## config.mk

```make
export PLATFORM = sky130hd
export DESIGN_NAME = seg7_scan_driver
export DESIGN_NICKNAME = d
export VERILOG_FILES = /design/src/rtl/seg7_pkg.sv /design/src/rtl/hex_to_seg7.sv /design/src/rtl/seg7_scan_driver.sv
export SDC_FILE = /design/constraint.sdc
export NUM_CORES = 1
export LEC_CHECK = 0
export CORE_ASPECT_RATIO = 0.8
export CORE_MARGIN = 1
export CORE_UTILIZATION = 45
export CTS_BUF_LIST = sky130_fd_sc_hd__clkbuf_16
export CTS_CLUSTER_SIZE = 24
export DETAILED_ROUTE_END_ITERATION = 8
export PLACE_DENSITY = 0.74
export RECOVER_POWER = 50
export SKIP_LAST_GASP = 1
export SYNTH_ARGS = -nofsm -noshare
export SYNTH_HDL_FRONTEND = slang
export SYNTH_SLANG_ARGS = --single-unit
```

## constraint.sdc

```tcl
create_clock -name clk -period 3 [get_ports clk]
set_input_delay 0.9 -clock clk [delete_from_list [all_inputs] [get_ports clk]]
set_output_delay 0.9 -clock clk [all_outputs]
set_load 0.03 [all_outputs]
```

## src/rtl/seg7_pkg.sv

```systemverilog
// Shared constants for the 7-segment scan driver: active-low hex font,
// special glyphs and the digit-enable helper.
package seg7_pkg;

    localparam logic [7:0] SEG_BLANK = 8'hFF;
    localparam logic [7:0] SEG_DASH  = 8'hBF;
    localparam logic [7:0] SEG_O     = 8'hC0;
    localparam logic [7:0] SEG_F     = 8'h8E;
    localparam int         DP_BIT    = 7;

    // Element [n] is the glyph for nibble n; dp (bit 7) is off in every entry.
    localparam logic [15:0][7:0] HEX_FONT = {
        8'h8E, 8'h86, 8'hA1, 8'hC6, 8'h83, 8'h88, 8'h90, 8'h80,
        8'hF8, 8'h82, 8'h92, 8'h99, 8'hB0, 8'hA4, 8'hF9, 8'hC0
    };

    function automatic logic [3:0] digit_enable(input logic [1:0] idx);
        return ~(4'b0001 << idx);
    endfunction

endpackage

```

## src/rtl/hex_to_seg7.sv

```systemverilog
// Combinational nibble to active-low {g,f,e,d,c,b,a} decoder.
module hex_to_seg7
    import seg7_pkg::*;
(
    input  logic [3:0] nib,
    output logic [6:0] seg_n
);

    assign seg_n = HEX_FONT[nib][6:0];

endmodule

```

## src/rtl/seg7_scan_driver.sv

```systemverilog
// Latches a result word plus flags and scans one 16-bit half of it as hex
// onto a 4-digit common-anode display, with blanking, sign dp and overflow text.
module seg7_scan_driver
    import seg7_pkg::*;
#(
    parameter int DIV_WIDTH = 17
) (
    input  logic        clk,
    input  logic        rst_n,
    input  logic        load,
    input  logic [31:0] data_in,
    input  logic        neg_in,
    input  logic        ovf_in,
    input  logic        page,
    input  logic        blank_lz,
    output logic [3:0]  an,
    output logic [7:0]  seg,
    output logic        frame_done
);

    logic [31:0]          data_q, data_d;
    logic                 neg_q, neg_d;
    logic                 ovf_q, ovf_d;
    logic [DIV_WIDTH-1:0] div_q, div_d;
    logic [1:0]           idx_q, idx_d;
    logic [3:0]           an_q, an_d;
    logic [7:0]           seg_q, seg_d;
    logic                 frame_done_q, frame_done_d;

    logic        tick;
    logic [15:0] half;
    logic [3:0]  nibs [4];
    logic [3:0]  upper_zero;
    logic [6:0]  font_seg;

    assign tick = &div_q;
    assign half = page ? data_q[31:16] : data_q[15:0];

    // upper_zero[i]: digit i and every more-significant digit of half are zero.
    generate
        for (genvar gi = 0; gi < 4; gi++) begin : g_digit
            assign nibs[gi]       = half[4*gi +: 4];
            assign upper_zero[gi] = (half[15:4*gi] == '0);
        end
    endgenerate

    hex_to_seg7 u_hex_to_seg7 (
        .nib   (nibs[idx_q]),
        .seg_n (font_seg)
    );

    always_comb begin
        div_d        = div_q + 1'b1;
        idx_d        = tick ? idx_q + 2'd1 : idx_q;
        frame_done_d = tick && (idx_q == 2'd3);

        data_d = data_q;
        neg_d  = neg_q;
        ovf_d  = ovf_q;
        if (load) begin
            data_d = data_in;
            neg_d  = neg_in;
            ovf_d  = ovf_in;
        end

        an_d  = digit_enable(idx_q);
        seg_d = {1'b1, font_seg};
        if (ovf_q) begin
            unique case (idx_q)
                2'd3:    seg_d = SEG_O;
                2'd2:    seg_d = SEG_F;
                default: seg_d = SEG_DASH;
            endcase
        end else begin
            if (blank_lz && (idx_q != 2'd0) && upper_zero[idx_q]) begin
                seg_d = SEG_BLANK;
            end
            // The sign dot survives blanking so "-" is visible on small values.
            if (neg_q && (idx_q == 2'd3)) begin
                seg_d[DP_BIT] = 1'b0;
            end
        end
    end

    always_ff @(posedge clk) begin
        if (!rst_n) begin
            data_q       <= '0;
            neg_q        <= 1'b0;
            ovf_q        <= 1'b0;
            div_q        <= '0;
            idx_q        <= 2'd0;
            an_q         <= 4'b1111;
            seg_q        <= SEG_BLANK;
            frame_done_q <= 1'b0;
        end else begin
            data_q       <= data_d;
            neg_q        <= neg_d;
            ovf_q        <= ovf_d;
            div_q        <= div_d;
            idx_q        <= idx_d;
            an_q         <= an_d;
            seg_q        <= seg_d;
            frame_done_q <= frame_done_d;
        end
    end

    assign an         = an_q;
    assign seg        = seg_q;
    assign frame_done = frame_done_q;

endmodule

```

==> impl_results.html <==
<table>
<tr><th>Metric</th><th>Value</th></tr>
<tr><th colspan="2">STA</th></tr>
<tr><td>Max Fclk</td><td>between 300 and 400 MHz</td></tr>
<tr><td>Final setup violation count</td><td>0</td></tr>
<tr><td>Post-route fraction of the period consumed by the critical path</td><td>a little over nine tenths</td></tr>
<tr><td>Tightest Pin Transition</td><td>984 ps</td></tr>
<tr><td>Final Hold Slack</td><td>between 400 and 500 ps</td></tr>
<tr><td>Post-route setup TNS</td><td>0 ps</td></tr>
<tr><td>Worst clock skew on the final layout</td><td>5.79 ps</td></tr>
<tr><td>RSZ-0062 raised after global routing</td><td>false</td></tr>
<tr><td>Count of final max-slew check failures</td><td>0</td></tr>
<tr><td>Time the worst path needs with I/O delays and setup</td><td>2830 ps</td></tr>
<tr><td>Hold Violations, Final</td><td>0</td></tr>
<tr><td>Max-slew headroom at the worst pin</td><td>34.4%</td></tr>
<tr><td>Least setup slack across all paths after layout</td><td>172 ps</td></tr>
<tr><th colspan="2">Logic synthesis</th></tr>
<tr><td>Number of instances in the synthesized netlist</td><td>around 300</td></tr>
<tr><td>Commonest register cell after synthesis</td><td>sky130_fd_sc_hd__dfxtp_1</td></tr>
<tr><td>Share of synthesized area occupied by flip-flops and latches</td><td>41.4%</td></tr>
<tr><td>Syn Nets</td><td>360</td></tr>
<tr><td>Post-Synth XOR/XNOR Area</td><td>under 10%</td></tr>
<tr><td>Number of library cell types mapped by synthesis</td><td>46</td></tr>
<tr><td>Adder-Cell Fraction of Synth Area</td><td>5.09%</td></tr>
<tr><td>Number of enable-type register cells in the synthesized netlist</td><td>0</td></tr>
<tr><td>Combinational family with the most area after synthesis</td><td>multiplexers</td></tr>
<tr><td>Leading area contributor after synthesis</td><td>sky130_fd_sc_hd__dfxtp_1</td></tr>
<tr><td>Average cell area after synthesis</td><td>10.4 sq um</td></tr>
<tr><td>Synth top area share</td><td>41.4%</td></tr>
<tr><td>Fraction of registers with async set/reset</td><td>0%</td></tr>
<tr><td>Yosys Warn Count</td><td>0</td></tr>
<tr><td>Mux share of post-synthesis cell area</td><td>19.8%</td></tr>
<tr><td>Area fraction in compound gates after synthesis</td><td>6.78%</td></tr>
<tr><td>Synth Cell Area</td><td>between 0.003 and 0.004 sq mm</td></tr>
<tr><td>Post-synthesis simple-gate area fraction</td><td>19.5%</td></tr>
<tr><td>Leading cell types by total area after synthesis</td><td>sky130_fd_sc_hd__dfxtp_1 41%, sky130_fd_sc_hd__mux2i_1 14%, sky130_fd_sc_hd__nor2b_1 7.2%</td></tr>
<tr><td>#FFs+latches synth</td><td>66</td></tr>
<tr><th colspan="2">Layout</th></tr>
<tr><td>Count of antenna diodes in the layout</td><td>0</td></tr>
<tr><td>Final standard cell utilization of the core</td><td>59.7%</td></tr>
<tr><td>Final nets</td><td>415</td></tr>
<tr><td>Layout cell share with drive strength beyond 1</td><td>between 10% and 20%</td></tr>
<tr><td>Area growth from synthesis to layout</td><td>28.2%</td></tr>
<tr><td>Final Instance Count excl. Fillers</td><td>~460</td></tr>
<tr><th colspan="2">CTS</th></tr>
<tr><td>Hold buffer count at cts</td><td>0</td></tr>
<tr><td>Clock latency at the later pin of the worst-skew pair</td><td>330 ps</td></tr>
<tr><td>Clock tree from TritonCTS</td><td>done</td></tr>
<tr><td>TritonCTS Buffers</td><td>9</td></tr>
<tr><td>Clock slew seen by the registers of the worst setup and hold paths</td><td>60 ps</td></tr>
<tr><td>Number of gates given a new drive strength after cts</td><td>0</td></tr>
<tr><td>Cell at the root of the clock tree</td><td>sky130_fd_sc_hd__clkbuf_16</td></tr>
<tr><td>Max H-tree Level</td><td>3</td></tr>
<tr><td>Number of clock sinks</td><td>66</td></tr>
<tr><td>Buffers inserted by post-CTS timing repair</td><td>0</td></tr>
<tr><td>Clock buffer depth</td><td>2</td></tr>
<tr><th colspan="2">Routing</th></tr>
<tr><td>Number of DRC violations after detailed routing</td><td>0</td></tr>
<tr><td>Number of design-rule violations left by the first detailed-router iteration</td><td>~110</td></tr>
<tr><td>Average wire per standard cell</td><td>13.7 microns</td></tr>
<tr><td>Total wirelength of the detailed-routed design</td><td>6250 microns</td></tr>
<tr><td>Number of vias per cell</td><td>5.12</td></tr>
<tr><td>Router iterations before antenna repair</td><td>4</td></tr>
<tr><td>Number of nets still failing antenna checks after routing</td><td>0</td></tr>
<tr><td>Count of vias placed by the detailed router</td><td>2331</td></tr>
<tr><th colspan="2">Power</th></tr>
<tr><td>Sequential share of power</td><td>42.3%</td></tr>
<tr><td>Switching share of power</td><td>23.7%</td></tr>
<tr><td>Leakage power summed over all cells</td><td>1.73 nW</td></tr>
<tr><td>Power share of the combinational group</td><td>~13%</td></tr>
<tr><td>Sw power</td><td>533 uW</td></tr>
<tr><td>Internal Power</td><td>around 1.7 mW</td></tr>
<tr><td>Pwr/cell area</td><td>between 500 and 600 mW/mm^2</td></tr>
<tr><td>Clock group share of total power</td><td>45.2%</td></tr>
<tr><td>Maximum resistive drop on vdd</td><td>between 400 and 500 uV</td></tr>
<tr><th colspan="2">Place</th></tr>
<tr><td>Number of cells after detailed placement</td><td>439</td></tr>
<tr><td>Number of port buffers</td><td>just over 50</td></tr>
<tr><td>Routability congestion estimate from global placement</td><td>just over 0.8</td></tr>
<tr><td>Post-Place Setup Slack</td><td>-105 ps</td></tr>
<tr><td>Detailed-placement wirelength estimate</td><td>4540 microns</td></tr>
<tr><th colspan="2">Worst setup path</th></tr>
<tr><td>Endpoint of the lowest-slack register-to-register path</td><td>seg[2]</td></tr>
<tr><td>Slack of the worst reg-to-reg path</td><td>about 470 ps</td></tr>
<tr><td>Largest fanout on the critical path</td><td>16</td></tr>
<tr><td>Worst setup EP type</td><td>flip-flop</td></tr>
<tr><td>Count of cells along the worst register-to-register path</td><td>8</td></tr>
<tr><td>Slowest cell on the critical path</td><td>sky130_fd_sc_hd__clkdlybuf4s50_1</td></tr>
<tr><td>Startpoint of the worst register-to-register path</td><td>idx_q[1]</td></tr>
<tr><td>Chain of cells forming the critical path</td><td>clkdlybuf4s50_1 &gt; buf_12 &gt; mux2i_1 &gt; mux2i_1 &gt; a21boi_2 &gt; inv_1 &gt; ha_1 &gt; and3_1 &gt; o41ai_1 &gt; nand2_1</td></tr>
<tr><td>Worst path top cell family by delay</td><td>buffers and inverters</td></tr>
<tr><td>Arrival time worst endpoint</td><td>approximately 3000 ps</td></tr>
<tr><td>Crit path launch type</td><td>primary input</td></tr>
<tr><td>Slowest stage delay, CP</td><td>500 ps</td></tr>
<tr><td>Critical Path Most Common Cell</td><td>sky130_fd_sc_hd__mux2i_1</td></tr>
<tr><td>Worst endpoint required time</td><td>3170 ps</td></tr>
<tr><td>Number of buffers and inverters on the critical path</td><td>3</td></tr>
<tr><td>WS Path Type</td><td>primary input to flip-flop</td></tr>
<tr><th colspan="2">Worst hold path</th></tr>
<tr><td>Class of the worst hold path</td><td>flip-flop to flip-flop</td></tr>
<tr><td>Hold worst-path end</td><td>seg[7]</td></tr>
<tr><td>Hold Path Origin</td><td>neg_q</td></tr>
<tr><td>Number of instances on the worst hold path</td><td>1</td></tr>
<tr><th colspan="2">GRT</th></tr>
<tr><td>Combined global-route utilization of all metal layers</td><td>between 10% and 20%</td></tr>
<tr><td>Vias in the first global route</td><td>between 2k and 2.5k</td></tr>
<tr><td>Number of antenna violations at the first check in global routing</td><td>0</td></tr>
<tr><td>Aggregate global routing overflow</td><td>0</td></tr>
<tr><td>Wire length of the first global-routing pass</td><td>10500 microns</td></tr>
<tr><td>Pin count of the biggest net entering global routing</td><td>65</td></tr>
<tr><th colspan="2">Outcome</th></tr>
<tr><td>Run status</td><td>complete, no violations</td></tr>
<tr><th colspan="2">Floorplanning</th></tr>
<tr><td>Starting density of the core</td><td>46.6%</td></tr>
<tr><td>Die X-Extent</td><td>96.2 microns</td></tr>
<tr><td>I/O pin count</td><td>52</td></tr>
<tr><td>Std cell rows</td><td>27</td></tr>
<tr><td>Floorplan Core Area</td><td>0.00686 sq mm</td></tr>
<tr><td>Height of the die</td><td>77.4 microns</td></tr>
<tr><td>Die outline area</td><td>0.00744 sq mm</td></tr>
<tr><th colspan="2">Run</th></tr>
<tr><td>Maximum capacitance violations</td><td>0</td></tr>
</table>
synth_stat cells, types with 4 or more instances:
cell type                   n
sky130_fd_sc_hd__ha_1      13
sky130_fd_sc_hd__xnor2_1    7
sky130_fd_sc_hd__nor2b_1   37
sky130_fd_sc_hd__clkbuf_1   9
sky130_fd_sc_hd__o21ai_0    7
sky130_fd_sc_hd__and2_1    13
sky130_fd_sc_hd__nor2_1     8
sky130_fd_sc_hd__xor2_1     5
sky130_fd_sc_hd__nand3_1    6
sky130_fd_sc_hd__dfxtp_1   66
sky130_fd_sc_hd__a21boi_0   4
sky130_fd_sc_hd__a21oi_1    5
sky130_fd_sc_hd__nor4_1     6
sky130_fd_sc_hd__mux2i_1   45
sky130_fd_sc_hd__inv_1      6
sky130_fd_sc_hd__nand2_1   18
sky130_fd_sc_hd__buf_6      5
sky130_fd_sc_hd__and3_1     6
power by group through the flow:
stage | combinational (mW) | sequential (mW) | clock, mW
final | 0.281 | 0.950 | 1.02
after global routing | 0.307 | 0.955 | 1.08
after CTS | 0.284 | 0.950 | 1.04
after detailed placement | 0.284 | 0.968 | 0
after global placement | 0.279 | 0.968 | 0
after floorplan | 0.156 | 0.980 | 0
cells in the final DEF (no fill, tap or decap), types with 3 or more instances in the layout:
master and instances:
sky130_fd_sc_hd__xor2_1 5, sky130_fd_sc_hd__and3_1 6, sky130_fd_sc_hd__inv_1 6, sky130_fd_sc_hd__o21ai_1 3, sky130_fd_sc_hd__nand3_1 6, sky130_fd_sc_hd__a21oi_1 5
sky130_fd_sc_hd__or3_1 3, sky130_fd_sc_hd__clkdlybuf4s50_1 49, sky130_fd_sc_hd__o21ai_0 7, sky130_fd_sc_hd__mux2i_1 45, sky130_fd_sc_hd__and2_1 12, sky130_fd_sc_hd__clkinv_2 3
sky130_fd_sc_hd__clkbuf_16 9, sky130_fd_sc_hd__mux4_1 3, sky130_fd_sc_hd__dfxtp_1 66, sky130_fd_sc_hd__buf_4 7, sky130_fd_sc_hd__nor4_1 6, sky130_fd_sc_hd__mux4_2 3
sky130_fd_sc_hd__nor2_1 8, sky130_fd_sc_hd__a21boi_0 4, sky130_fd_sc_hd__xnor2_1 7, sky130_fd_sc_hd__nor2b_1 37, sky130_fd_sc_hd__ha_1 13, sky130_fd_sc_hd__nand2_1 18
routing by layer:
layer | vias up | wire [microns] | track usage (%)
met5 | - | 0 | 0
met4 | 0 | 27 | 5.37
met3 | 4 | 298 | 7.25
met2 | 57 | 2730 | 26.4
met1 | 1085 | 3190 | 26.0
li1 | 1185 | - | -
state kept, by name (all words and copies together) (netlist names):
name,cells
data_q,32
div_q,17
seg,8
an,4
idx_q,2
frame_done,1
neg_q,1
ovf_q,1
worst max-delay path by stage:
stage / cells after the start / end / startpoint / slack (ps)
final: 10 / seg[2] / page / 170
after detailed placement: 10 / seg[2] / page / -100
after floorplan: 11 / seg[3] / page / 330
after CTS: 10 / seg[2] / page / 230
after global routing: 10 / seg[2] / page / 60
after global placement: 9 / seg[1] / page / -20
logic make-up after synthesis:
kind of cell	count (synthesis)
xor+xnor	12
simple gates	107
buf+inv	24
fa+ha+maj	13
flops	66
mux	53
compound gates	33
layout make-up:
type,instances,area [sq um]
clock inverter,7,70.1
fill,590,2760
tap,87,109
inverter,7,26.3
clock buffer,9,225
sequential,66,1320
multi-input combinational,218,1740
timing repair buffer,61,603
per-stage QoR:
| step | total power [mW] | instance area [sq um] |
|---|---|---|
| 2_1_floorplan | 1.14 | 3190 |
| 3_5_place_dp | 1.25 | 3820 |
| 4_1_cts | 2.28 | 4110 |
| 6_report | 2.25 | 4100 |
| 5_1_grt | 2.34 | 4100 |
| 3_3_place_gp | 1.25 | 3820 |
(Power assumes the default switching activity.)
